`src/rtl/cache_register_file_if.sv`:
```
// Write/read bus of cache_register_file: one write port, two registered read ports.
interface cache_register_file_if #(
  parameter int WIDTH  = 16,
  parameter int DEPTH  = 8,
  parameter int ADDR_W = $clog2(DEPTH)
);
  logic              WE;
  logic [1:0]        WMODE;
  logic [ADDR_W-1:0] WADDR;
  logic [WIDTH-1:0]  WDATA;
  logic              RE_A;
  logic              RE_B;
  logic [ADDR_W-1:0] RADDR_A;
  logic [ADDR_W-1:0] RADDR_B;
  logic [WIDTH-1:0]  RDATA_A;
  logic [WIDTH-1:0]  RDATA_B;
  logic              RVALID_A;
  logic              RVALID_B;

  modport master (
    output WE, WMODE, WADDR, WDATA, RE_A, RE_B, RADDR_A, RADDR_B,
    input  RDATA_A, RDATA_B, RVALID_A, RVALID_B
  );

  modport slave (
    input  WE, WMODE, WADDR, WDATA, RE_A, RE_B, RADDR_A, RADDR_B,
    output RDATA_A, RDATA_B, RVALID_A, RVALID_B
  );
endinterface

```
`src/rtl/cache_register_file.sv`:
```
// Multi-entry operand/result store: one load/RMW write port, two registered
// write-first read ports, per-entry valid tracking.
module cache_register_file #(
  parameter int WIDTH  = 16,
  parameter int DEPTH  = 8,
  parameter int ADDR_W = $clog2(DEPTH)
) (
  input  logic                  CLK,
  input  logic                  RST,
  cache_register_file_if.slave  bus
);

  typedef enum logic [1:0] {
    WM_LOAD = 2'd0,
    WM_AND  = 2'd1,
    WM_OR   = 2'd2,
    WM_XOR  = 2'd3
  } wmode_e;

  logic [WIDTH-1:0] mem [DEPTH];
  logic [DEPTH-1:0] valid;
  logic [WIDTH-1:0] old_val;
  logic [WIDTH-1:0] new_val;
  logic [WIDTH-1:0] rdata_a, rdata_b;
  logic             rvalid_a, rvalid_b;
  logic             byp_a, byp_b;

  // An invalid entry is treated as zero for read-modify-write.
  always_comb begin
    old_val = valid[bus.WADDR] ? mem[bus.WADDR] : '0;
    new_val = bus.WDATA;
    unique case (wmode_e'(bus.WMODE))
      WM_LOAD: new_val = bus.WDATA;
      WM_AND:  new_val = old_val & bus.WDATA;
      WM_OR:   new_val = old_val | bus.WDATA;
      WM_XOR:  new_val = old_val ^ bus.WDATA;
      default: new_val = bus.WDATA;
    endcase
  end

  always_comb begin
    byp_a = bus.WE && (bus.RADDR_A == bus.WADDR);
    byp_b = bus.WE && (bus.RADDR_B == bus.WADDR);
  end

  always_ff @(posedge CLK) begin
    if (RST) begin
      mem      <= '{default: '0};
      valid    <= '0;
      rdata_a  <= '0;
      rdata_b  <= '0;
      rvalid_a <= 1'b0;
      rvalid_b <= 1'b0;
    end else begin
      if (bus.WE) begin
        mem[bus.WADDR]   <= new_val;
        valid[bus.WADDR] <= 1'b1;
      end
      if (bus.RE_A) begin
        rdata_a  <= byp_a ? new_val : mem[bus.RADDR_A];
        rvalid_a <= byp_a ? 1'b1    : valid[bus.RADDR_A];
      end
      if (bus.RE_B) begin
        rdata_b  <= byp_b ? new_val : mem[bus.RADDR_B];
        rvalid_b <= byp_b ? 1'b1    : valid[bus.RADDR_B];
      end
    end
  end

  assign bus.RDATA_A  = rdata_a;
  assign bus.RDATA_B  = rdata_b;
  assign bus.RVALID_A = rvalid_a;
  assign bus.RVALID_B = rvalid_b;

endmodule

```
`src/flat_wrapper.sv`:
```
// flat-port wrapper written by rule: the top's interface ports become plain ports
module cache_register_file_flat 
#(
  parameter int WIDTH  = 16,
  parameter int DEPTH  = 8,
  parameter int ADDR_W = $clog2(DEPTH)
)
  (CLK, RST, bus_WE, bus_WMODE, bus_WADDR, bus_WDATA, bus_RE_A, bus_RE_B, bus_RADDR_A, bus_RADDR_B, bus_RDATA_A, bus_RDATA_B, bus_RVALID_A, bus_RVALID_B);
  cache_register_file_if #(.WIDTH(WIDTH), .DEPTH(DEPTH), .ADDR_W(ADDR_W)) bus_i ();
  input  logic CLK;
  input  logic RST;
  input wire logic [$bits(bus_i.WE)-1:0] bus_WE;
  input wire logic [$bits(bus_i.WMODE)-1:0] bus_WMODE;
  input wire logic [$bits(bus_i.WADDR)-1:0] bus_WADDR;
  input wire logic [$bits(bus_i.WDATA)-1:0] bus_WDATA;
  input wire logic [$bits(bus_i.RE_A)-1:0] bus_RE_A;
  input wire logic [$bits(bus_i.RE_B)-1:0] bus_RE_B;
  input wire logic [$bits(bus_i.RADDR_A)-1:0] bus_RADDR_A;
  input wire logic [$bits(bus_i.RADDR_B)-1:0] bus_RADDR_B;
  output wire logic [$bits(bus_i.RDATA_A)-1:0] bus_RDATA_A;
  output wire logic [$bits(bus_i.RDATA_B)-1:0] bus_RDATA_B;
  output wire logic [$bits(bus_i.RVALID_A)-1:0] bus_RVALID_A;
  output wire logic [$bits(bus_i.RVALID_B)-1:0] bus_RVALID_B;
  assign bus_i.WE = bus_WE;
  assign bus_i.WMODE = bus_WMODE;
  assign bus_i.WADDR = bus_WADDR;
  assign bus_i.WDATA = bus_WDATA;
  assign bus_i.RE_A = bus_RE_A;
  assign bus_i.RE_B = bus_RE_B;
  assign bus_i.RADDR_A = bus_RADDR_A;
  assign bus_i.RADDR_B = bus_RADDR_B;
  assign bus_RDATA_A = bus_i.RDATA_A;
  assign bus_RDATA_B = bus_i.RDATA_B;
  assign bus_RVALID_A = bus_i.RVALID_A;
  assign bus_RVALID_B = bus_i.RVALID_B;
  cache_register_file #(.WIDTH(WIDTH), .DEPTH(DEPTH), .ADDR_W(ADDR_W)) u_core (.CLK(CLK), .RST(RST), .bus(bus_i));
endmodule
```
`config.mk`:
```
export PLATFORM = sky130hd
export DESIGN_NAME = cache_register_file_flat
export DESIGN_NICKNAME = d
export VERILOG_FILES = /design/src/rtl/cache_register_file_if.sv /design/src/rtl/cache_register_file.sv /design/src/flat_wrapper.sv
export SDC_FILE = /design/constraint.sdc
export NUM_CORES = 1
export LEC_CHECK = 0
export BUFFER_PORTS_ARGS = -buffer_cell sky130_fd_sc_hd__buf_4
export CAP_MARGIN = 5
export CORE_AREA = 2 2 109 190
export CTS_BUF_LIST = sky130_fd_sc_hd__clkbuf_4 sky130_fd_sc_hd__clkbuf_8 sky130_fd_sc_hd__clkbuf_16
export DETAILED_ROUTE_END_ITERATION = 7
export DIE_AREA = 0 0 111 192
export MAX_ROUTING_LAYER = met4
export PLACE_DENSITY = 0.76
export SLEW_MARGIN = 20
export SYNTH_ARGS = -nofsm -noshare
export SYNTH_HDL_FRONTEND = slang
export SYNTH_SLANG_ARGS = --single-unit
```
`constraint.sdc`:
```
create_clock -name CLK -period 3 [get_ports CLK]
set_input_delay 0.6 -clock CLK [delete_from_list [all_inputs] [get_ports CLK]]
set_output_delay 0.6 -clock CLK [all_outputs]
set_load 0.005 [all_outputs]
```
# After elaboration in Yosys (flattened, before gate mapping)
# Index checks and enable logic that the tools add are counted.
# classes
n_eq_ne,5
muxes,26
multipliers,0
bitwise_logic,7
order_cmp,8
shifts,0
div_mod_pow,0
n_addsub,0
n_reduce_logical,5
# ops
op,count
$mux W16,10
$bmux W16 S3,3
$bwmux W128,1
$pmux W16 S4,1
$demux W16 S3,1
$and A16 B16 Y16,1
$or A16 B16 Y16,1
$xor A16 B16 Y16,1
$ge A4 B4 Y1 const B,3
$lt A3 B4 Y1 const B,3
$not A3 Y4,3
$bmux W1 S3,3
$or A8 B8 Y8,1
$eq A3 B3 Y1,2
$mux W1,6
$eq A2 B2 Y1 const B,2
$logic_and A1 B1 Y1,4
$lt A4 B1 Y1 const B,1
$demux W1 S3,1
$ge A3 B1 Y1 const B,1
$eq A2 B1 Y1 const B,1
$logic_not A2 Y1,1
# totals
reg_bits,170
inputBits,32
ram_bits,0
output_inout_bits,34
mem_count,0
wordCells,64
latchBits,0
mem_bits_ro,0

# Logic depth before layout (Yosys ltp)
# depth
ltp_word,8
ltp_mapped,13
mapped_depth_nobuf,9

# Worst setup path before layout
# OpenSTA, ideal clock, no wires.
# synth_timing
kind,input to register
start,input port bus_WADDR[1]
end,register u_core.rdata_b[15] (netlist: u_core.bus.RDATA_B[15])
path_buffers,2
setup_ps,145
t_arrival_ps,2716
t_required_ps,2855
cell_stages,9
setup_slack_ps,139
path_cell_list,buf_6 -> mux4_2 -> mux2_2 -> o31ai_1 -> ha_1 -> mux4_2 -> buf_2 -> nand2_1 -> a311oi_2
# synth_between
elab_chain_len,8
word_cells_on_any_way,14
cone_classes,eq/ne: 1; mux: 8; bitwise: 4; reduce/logical: 1
# synth_rtl
element,line_no,text
"start, declared",flat_wrapper.sv:14,input wire logic [$bits(bus_i.WADDR)-1:0] bus_WADDR;
$not A3 Y4 (implied by the code),cache_register_file.sv:30,old_val = valid[bus.WADDR] ? mem[bus.WADDR] : '0;
$bmux W16 S3,cache_register_file.sv:30,
$mux W16 (implied by the code) (2 in a row),cache_register_file.sv:30,
$mux W16,cache_register_file.sv:30,
$xor A16 B16 Y16 (tied with other cells),cache_register_file.sv:36,WM_XOR: new_val = old_val ^ bus.WDATA;
$pmux W16 S4,cache_register_file.sv:32,unique case (wmode_e'(bus.WMODE))
$mux W16 *,cache_register_file.sv:64,rdata_b <= byp_b ? new_val : mem[bus.RADDR_B];
"end signal, assigned",cache_register_file.sv:64,
"end, declared",cache_register_file.sv:24,"logic [WIDTH-1:0] rdata_a, rdata_b;"
# Every way passes the cells marked *; elsewhere a longest branch is shown, timed or not. The select of a mux whose other input is x is not followed.
# A chain may end at the register's enable or synchronous reset.

# Worst setup path in the final report
# layout_timing
start,register u_core.valid[6]
end,register u_core.rdata_b[6] (netlist: u_core.bus.RDATA_B[6])
# layout_between
elab_chain_len,6
word_cells_on_any_way,8
cone_classes,mux: 5; bitwise: 3
# layout_rtl
element,line_no,text
"start, declared",cache_register_file.sv:21,logic [DEPTH-1:0] valid;
"start signal, assigned",cache_register_file.sv:49,valid <= '0;
"start signal, assigned by index",cache_register_file.sv:57,valid[bus.WADDR] <= 1'b1;
$bmux W1 S3 *,cache_register_file.sv:30,
$mux W1 (implied by the code) *,cache_register_file.sv:30,
$mux W16 *,cache_register_file.sv:30,
$xor A16 B16 Y16 (tied with other cells),cache_register_file.sv:36,
$pmux W16 S4 *,cache_register_file.sv:32,
$mux W16 *,cache_register_file.sv:64,
# Marks and branches as above.

==> impl_metrics.tcl <==
set metrics [dict create \
    io_buffers 65 \
    avgSynthCellArea_um2 8.67 \
    synth-xor-area-share_pct 0.688 \
    arrival_ps 3200 \
    num-fill-cells 1665 \
    switching_share_pct 29.6 \
    combPwrFrac_pct 17.0 \
    p_switching_mw 1.65 \
    dr.pass1.iters 6 \
    cpMostUsedCell "mux4_2" \
    dieArea_mm2 0.0213 \
    ys_async_sr_fraction_pct 0 \
    drc 0 \
    synth_fp_nets 1322 \
    setup.worst_path.start_class "flop" \
    placed_cell_area_mm2 0.0116 \
    required_ps 3280 \
    grt_pass1_vias 10400 \
    crit_slowest_cell "mux4_2" \
    seq_power_share_pct 43.2 \
    clk_pin_slew_ps 70 \
    vias_per_cell 6.77 \
    hold-path-endpoint "u_core.bus.RDATA_A[2]" \
    hp-start "u_core.bus.RDATA_A[2]" \
    finish.net_count 1375 \
    rsz0062_at_grt "no" \
    finalSetupViolations 0 \
    dp_hpwl_mm 26.7 \
    die-width_um 111 \
    syn_to_final_growth_pct 11.9 \
    synthAdderAreaFrac_pct 3.67 \
    cp_max_fo 12 \
    design_area_mm2 0.0122 \
    vias 10600 \
    cts_hold_buffers 0 \
    grt_pass1_wl_mm 60.7 \
    fmax_mhz 342 \
    rows 68 \
    hold_depth 2 \
    grt_overflow 0 \
    clk-insertion-delay-late_ps 450 \
    status "complete, no violations" \
    synth_ff_type "dfxtp_1" \
    cts_tree "yes" \
    wl_per_cell_um 26.1 \
    synth_seq_cells 170 \
    clockPowerShare_pct 39.8 \
    r2r_start "u_core.valid[6]" \
    antennaDiodeCount 0 \
    multiInputGateArea_mm2 0.00656 \
    setup_ws_ps 78.2 \
    gp_congestion 1.02 \
    slew_violations 0 \
    final_common_cell "nand2_1" \
    finalClockSkew_ps 13.2 \
    vdd_ir_drop_max_mv 0.290 \
    ant_nets 0 \
    yosysWarnings 0 \
    tightest_slew_ps 1070 \
    finalCriticalPeriod_ps 2920 \
    ys_seq_area_share_pct 31.2 \
    fin_crit_sh_pct 97.4 \
    grtUsageTotal_pct 39.1 \
    place_ws_ps -185 \
    drv_cap 0 \
    crit_chain "mux4_2 -> mux2i_2 -> buf_4 -> a21o_1 -> ha_1 -> mux4_2 -> nand2_1 -> a311oi_1" \
    yosys.area_share.simple_pct 16.9 \
    p_int_mw 3.92 \
    max_slew_margin_pct 28.6 \
    synth_top_family_by_area "multiplexers" \
    total_power_mw 5.57 \
    hold_viol 0 \
    clock_sinks 170 \
    drtIter0Drc 1238 \
    synth-edff-count 0 \
    cts-root-buf "clkbuf_16" \
    htreeDepth 4 \
    core_area_mm2 0.0197 \
    mostFrequentLayoutCells "nand2_1 (304), dfxtp_1 (170), mux2i_1 (142), buf_4 (142), a21oi_1 (139)" \
    cp_slowest_stage_delay_ps 610 \
    ys_types 41 \
    leakagePower_nw 4.77 \
    io_pins 66 \
    worstSetupPathType "flop to flop" \
    fp.dieH_um 192 \
    antenna_found_initial 0 \
    synth_area_mm2 0.0109 \
    reg2reg_depth 8 \
    grt_max_degree 171 \
    syn-instance-count 1258 \
    synth_compound_area_share_pct 15.9 \
    end_kind "flop" \
    start_util_pct 55.5 \
    p_per_area_mw_per_mm2 456 \
    max-clock-path-buffers 2 \
    r2r-end "u_core.bus.RDATA_B[6]" \
    critPathTopFamily "multiplexers" \
    drive_gt1_share_pct 19.0 \
    cp.buffers_inverters 1 \
    postCtsSetupRepairBufs 0 \
    rrSetupSlack_ps 80 \
    drt_wl_total_mm 40.9 \
    cts-resized-gates 0 \
    regArea_mm2 0.00340 \
    cts_inserted_buffers 17 \
    synth_mux_area_share_pct 22.9 \
    hp-class "flop to flop" \
]
## worst reg2reg max path, delay by kind of cell (launching register included)
family | cells | cell delay [ps]
adder cells (fa/ha/maj) | 1 | 210
flip-flops | 1 | 330
multiplexers | 3 | 1540
AND/OR/NAND/NOR | 1 | 130
buffers and inverters | 1 | 330
AO/OA/AOI/OAI | 2 | 230
## synth_stat cells, types with 20 or more instances
| master | n | share of area (%) |
|---|---|---|
| a21oi_1 | 139 | 6.4 |
| dfxtp_1 | 170 | 31 |
| a311oi_1 | 32 | 2.6 |
| buf_2 | 20 | 0.92 |
| buf_4 | 29 | 2.0 |
| mux2i_1 | 142 | 13 |
| ha_1 | 32 | 3.7 |
| a22oi_1 | 65 | 4.5 |
| mux4_2 | 43 | 8.9 |
| inv_1 | 33 | 1.1 |
| nand3_1 | 34 | 1.6 |
| buf_6 | 22 | 2.3 |
| nand2_1 | 304 | 10 |
| nor2_1 | 58 | 2.0 |
| clkbuf_1 | 36 | 1.2 |
## area by class of cell
type                    instances  share of cell area, %
clock buffers                  17                   3.48
clock inverters                14                   1.21
inverters                      33                   1.01
multi-input cells             938                   53.7
flip-flops and latches        170                   27.9
well taps                     245                   2.51
repair buffers                151                   10.2
## power by group through the flow
stage	clock [mW]	combinational, mW	sequential (mW)
final	2.22	0.948	2.41
after global routing	2.30	0.994	2.41
after CTS	2.21	0.919	2.40
after detailed placement	0	0.914	2.45
after global placement	0	0.898	2.45
after floorplan	0	0.614	2.42
## kinds of logic after synthesis
family,Yosys count
muxes,194
xor gates and xnor gates,6
AOI/OAI and AO/OA,268
and+or+nand+nor,438
adders and majority gates,32
DFF,170
buffers and inverters,150
## metrics by stage
step	hold WS, ps	instances	setup TNS (ps)	utilization (%)
CTS	486	1568	0	62.1
global route	509	1568	0	62.1
floorplan	453	1258	0	-
detailed placement	477	1537	-17470	59.2
global placement	467	1537	-12380	59.2
finish	489	1568	0	62.1
## flip-flops by register name, indices dropped and copies added (netlist names)
name	cells
u_core.mem	128
u_core.bus.RDATA_A	16
u_core.bus.RDATA_B	16
u_core.valid	8
u_core.bus.RVALID_A	1
u_core.bus.RVALID_B	1
## metal layers
layer / GRT usage (%) / wire length, um / vias up
li1: - / - / 4541
met1: 40.8 / 13100 / 5044
met2: 62.9 / 19400 / 735
met3: 7.19 / 4150 / 298
met4: 35.3 / 4260 / 0
met5: - / 0 / -
## worst max path at each step
stage                                from                     end  slack [ps]  depth (start not counted)
after CTS                 u_core.valid[6]   u_core.bus.RDATA_B[6]         230                          8
after global placement       bus_WADDR[0]   u_core.bus.RDATA_A[4]        -170                          9
after global routing      u_core.valid[6]   u_core.bus.RDATA_B[6]          30                          8
after floorplan              bus_WADDR[1]  u_core.bus.RDATA_B[15]         140                          9
after detailed placement     bus_WADDR[0]  u_core.bus.RDATA_B[11]        -180                          9
final                     u_core.valid[6]   u_core.bus.RDATA_B[6]          80                          8
(Power assumes the default switching activity.)
